<file path="src/rtl/imm_extend_pipe.sv">
// Registered immediate extender (zero / sign / upper / sign<<2) feeding a
// 2-entry skid buffer with valid/ready handshakes on both sides.
module imm_extend_pipe #(
  parameter int IN_W  = 16,
  parameter int OUT_W = 32,
  parameter int TAG_W = 5
) (
  input  logic             Clk,
  input  logic             Reset,
  input  logic             in_valid,
  output logic             in_ready,
  input  logic [IN_W-1:0]  in_data,
  input  logic [1:0]       in_mode,
  input  logic [TAG_W-1:0] in_tag,
  output logic             out_valid,
  input  logic             out_ready,
  output logic [OUT_W-1:0] out_data,
  output logic [TAG_W-1:0] out_tag
);

  localparam int E = OUT_W - IN_W;

  localparam logic [1:0] ST_EMPTY = 2'd0;
  localparam logic [1:0] ST_ONE   = 2'd1;
  localparam logic [1:0] ST_FULL  = 2'd2;

  logic [1:0]       state_q, state_d;
  logic [OUT_W-1:0] main_data_q, main_data_d;
  logic [TAG_W-1:0] main_tag_q, main_tag_d;
  logic [OUT_W-1:0] skid_data_q, skid_data_d;
  logic [TAG_W-1:0] skid_tag_q, skid_tag_d;

  logic [OUT_W-1:0] zext, sext, ext;
  logic             accept, fire;

  assign zext = {{E{1'b0}}, in_data};
  assign sext = {{E{in_data[IN_W-1]}}, in_data};

  // Shifting the full-width sign extension drops its top two copies of the
  // sign bit, which yields the (E-2)-copy branch form even when E == 2.
  always_comb begin
    ext = zext;
    case (in_mode)
      2'b00:   ext = zext;
      2'b01:   ext = sext;
      2'b10:   ext = zext << E;
      default: ext = sext << 2;
    endcase
  end

  assign in_ready  = (state_q != ST_FULL);
  assign out_valid = (state_q != ST_EMPTY);
  assign out_data  = main_data_q;
  assign out_tag   = main_tag_q;

  assign accept = in_valid & in_ready;
  assign fire   = out_valid & out_ready;

  always_comb begin
    state_d     = state_q;
    main_data_d = main_data_q;
    main_tag_d  = main_tag_q;
    skid_data_d = skid_data_q;
    skid_tag_d  = skid_tag_q;
    case (state_q)
      ST_EMPTY: begin
        if (accept) begin
          main_data_d = ext;
          main_tag_d  = in_tag;
          state_d     = ST_ONE;
        end
      end
      ST_ONE: begin
        if (accept && fire) begin
          main_data_d = ext;
          main_tag_d  = in_tag;
        end else if (accept) begin
          skid_data_d = ext;
          skid_tag_d  = in_tag;
          state_d     = ST_FULL;
        end else if (fire) begin
          state_d = ST_EMPTY;
        end
      end
      ST_FULL: begin
        if (fire) begin
          main_data_d = skid_data_q;
          main_tag_d  = skid_tag_q;
          state_d     = ST_ONE;
        end
      end
      default: state_d = ST_EMPTY;
    endcase
  end

  always_ff @(posedge Clk or posedge Reset) begin
    if (Reset) begin
      state_q     <= ST_EMPTY;
      main_data_q <= '0;
      main_tag_q  <= '0;
      skid_data_q <= '0;
      skid_tag_q  <= '0;
    end else begin
      state_q     <= state_d;
      main_data_q <= main_data_d;
      main_tag_q  <= main_tag_d;
      skid_data_q <= skid_data_d;
      skid_tag_q  <= skid_tag_d;
    end
  end

endmodule
</file>
<file path="config.mk">
export PLATFORM = sky130hd
export DESIGN_NAME = imm_extend_pipe
export DESIGN_NICKNAME = d
export VERILOG_FILES = /design/src/rtl/imm_extend_pipe.sv
export SDC_FILE = /design/constraint.sdc
export NUM_CORES = 1
export LEC_CHECK = 0
export ABC_CLOCK_PERIOD_IN_PS = 2500
export CAP_MARGIN = 20
export CORE_UTILIZATION = 50
export CTS_BUF_LIST = sky130_fd_sc_hd__clkbuf_4
export DETAILED_ROUTE_END_ITERATION = 16
export PLACE_DENSITY = 0.79
export SETUP_SLACK_MARGIN = 0.5
export SLEW_MARGIN = 10
export SYNTH_ARGS = -nofsm -noshare
export SYNTH_HDL_FRONTEND = slang
export SYNTH_SLANG_ARGS = --single-unit
</file>
<file path="constraint.sdc">
create_clock -name Clk -period 2.5 [get_ports Clk]
set_clock_uncertainty 0.1 [all_clocks]
set_input_delay 0.5 -clock Clk [delete_from_list [all_inputs] [get_ports Clk]]
set_output_delay 0.5 -clock Clk [all_outputs]
set_load 0.02 [all_outputs]
</file>
==> impl_metrics.tcl <==
set metrics [dict create \
    outcome "completed" \
    dp_hpwl_mm 5.95 \
    firstDrtPassIters 6 \
    relSlewSlack 0.635 \
    switching_power_mw 1.56 \
    worstPathRequired_ps 1900 \
    synth_top_cell_area_share 0.481 \
    cts_buffers 9 \
    grt_use_total 0.235 \
    cp-end-kind "output pin" \
    antenna_found_initial 0 \
    dp_cells 507 \
    antennaDiodeCount 0 \
    layout_min_cycle_time_ps 1990 \
    ir_drop_uv 409 \
    grt_pass1_wl_mm 15.2 \
    rows 32 \
    sw_frac_of_total 0.356 \
    comb_power_share 0.408 \
    final-setup-viol-count 0 \
    fmax_mhz 502 \
    cts_tree "yes" \
    synth.largest_area_cell "dfrtp_1" \
    die_area_mm2 0.00826 \
    crit_path_start_kind "register" \
    crit_arrival_ps 1390 \
    ios 66 \
    drcViolationCount 0 \
    grt_pass1_vias 2958 \
    drive_gt1_frac 0.185 \
    hold_class "input port to async pin" \
    maxUsedRoutingLayer "met4" \
    h-tree-depth 3 \
    grt_max_degree 49 \
    wl_mm 9.04 \
    avgViaCountPerCell 5.89 \
    rsz0062_at_grt "true" \
    finish.utilization 0.626 \
    p_per_area_mw_per_mm2 911 \
    post-route-cell-area_mm2 0.00481 \
    ys_types 34 \
    finalMaxSlewViolations 0 \
    avgRoutedWirePerCell_um 17.3 \
    multi_input_area_mm2 0.00183 \
    synthCells 360 \
    tns_ps 0 \
    clk_pin_slew_worst_paths_ps 110 \
    period_share 0.796 \
    syn_area_mm2 0.00395 \
    vias 3081 \
    grt_overflow 0 \
    synth-seq-cells 76 \
    antenna_left 0 \
    initial_core_util 0.514 \
    synthFlopType "dfrtp_1" \
    drv_cap 0 \
    place_area_mm2 0.00472 \
    hold_viol 0 \
    wl_met1_mm 4.17 \
    internal-power_mw 2.82 \
    root_buffer "clkbuf_4" \
    ctsLongestPathBuffers 2 \
    route.met2.wl_mm 3.99 \
    crit_fanout 4 \
    p_leak_nw 2.16 \
    syn_nets 387 \
    p_seq_frac 0.453 \
    stdcell_count 523 \
    fin_nets 444 \
    avgSynthCellArea_um2 11.0 \
    synth_area_leaders "dfrtp_1 48%, mux2_4 11%, a31oi_1 8.9%" \
    die_y_um 90.9 \
    hold_buffers 0 \
    worst_pin_slew_ps 544 \
    async_flop_share 1.00 \
    met3WireLength_um 733 \
    clk_latency_ps 420 \
    ys_seq_area_frac 0.481 \
    die_x_um 90.9 \
    synth_edf_count 0 \
    gp_congestion 0.817 \
    cts_sinks 76 \
    p_clk_frac 0.139 \
    nFillCells 640 \
    area_growth_pct 21.8 \
    port_buffers 65 \
    critPathKind "register to output pin" \
    drtIter0Drc 239 \
    regArea_mm2 0.00190 \
    yosys_warnings 0 \
    fp.coreArea_mm2 0.00769 \
]
-- per-stage QoR --
step / setup slack [ps] / power [mW] / hold slack, ps
2_1_floorplan: 843 / 3.20 / 342
3_3_place_gp: 204 / 3.88 / 353
3_5_place_dp: 119 / 3.95 / 366
4_1_cts: 377 / 4.42 / 252
5_1_grt: 464 / 4.66 / 262
6_report: 509 / 4.38 / 266
-- metal layers --
| layer | global-route usage | up-vias |
|---|---|---|
| met1 | 0.348 | 1511 |
| met2 | 0.344 | 133 |
| met5 | 0 | - |
| met4 | 0.0754 | 0 |
| met3 | 0.0488 | 15 |
| li1 | - | 1422 |
-- final cells by class --
class / instances / area share
inverter: 4 / 0.00390
clock inverter: 4 / 0.00364
multi-input combinational: 247 / 0.381
tap: 102 / 0.0265
sequential: 76 / 0.396
clock buffer: 11 / 0.0172
timing repair buffer: 79 / 0.172
-- worst max-delay path, cell delays in order, from the launching register on --
cell	delay (ps)
dfrtp_2	440
buf_4	150
nand2b_4	60
dlygate4sd2_1	330
-- what timing repair did --
action | CTS | global route
buffers inserted | 0 | 1
pin swaps | 0 | 0
gates resized for setup | 32 | 13
setup endpoints to repair | 36 | 45
-- final timing paths --
kind	start	end	slack, ps	cells past startpoint
min in group Clk	skid_tag_q[2]	skid_tag_q[2]	390	2
hold reg to reg	skid_tag_q[2]	skid_tag_q[2]	390	2
setup / recovery	state_q[1]	in_ready	510	3
hold / removal	Reset	out_data[5]	270	2
max in group asynchronous	Reset	skid_data_q[28]	1510	3
setup reg to reg	state_q[0]	out_data[21]	570	5
-- placed cells by master (no fill, tap or decap), types with 4 or more instances in the layout --
master           netlist  layout
a31oi_1               56      56
buf_4                  1       5
nand2_1               22      22
dlymetal6s2s_1         0       8
dlygate4sd2_1          0      30
buf_12                 3       7
mux2_2                11      11
mux2i_1                4       4
clkbuf_4               0      11
nand3_1               14      14
o21ai_0                6       6
nand3b_1              15      15
nand2b_1              15      15
clkdlybuf4s50_1        0      26
mux2_4                30      30
nor2_1                29      29
nor3b_1               28      28
dfrtp_1               76      74
-- synthesized netlist by cell type, types with 2 or more instances --
| cell type | number |
|---|---|
| a31oi_1 | 56 |
| buf_12 | 3 |
| buf_2 | 13 |
| clkbuf_1 | 14 |
| dfrtp_1 | 76 |
| inv_1 | 4 |
| mux2_2 | 11 |
| mux2_4 | 30 |
| mux2i_1 | 4 |
| nand2_1 | 22 |
| nand2b_1 | 15 |
| nand2b_4 | 2 |
| nand3_1 | 14 |
| nand3b_1 | 15 |
| nor2_1 | 29 |
| nor3b_1 | 28 |
| o211ai_1 | 2 |
| o21ai_0 | 6 |
-- power by group through the flow --
stage	clock [mW]	combinational (mW)	sequential, mW
floorplan	0	0.966	2.24
global placement	0	1.88	2.00
detailed placement	0	1.92	2.02
CTS	0.631	1.80	1.99
global route	0.681	1.93	2.05
finish	0.610	1.79	1.99
-- flip-flops by register name (all words and copies together), names as in the netlist --
register and flops:
out_data 32, skid_data_q 32, out_tag 5, skid_tag_q 5, state_q 2
-- cells by family (layout without fill, tap and decap cells) --
kind of cell | Yosys count | count (layout) | synth area share
mux | 45 | 45 | 0.156
simple gates | 131 | 131 | 0.194
flops | 76 | 76 | 0.481
buf+inv | 37 | 98 | 0.0545
compound gates | 71 | 71 | 0.115
No activity file was read; power rests on OpenSTA's default activity.
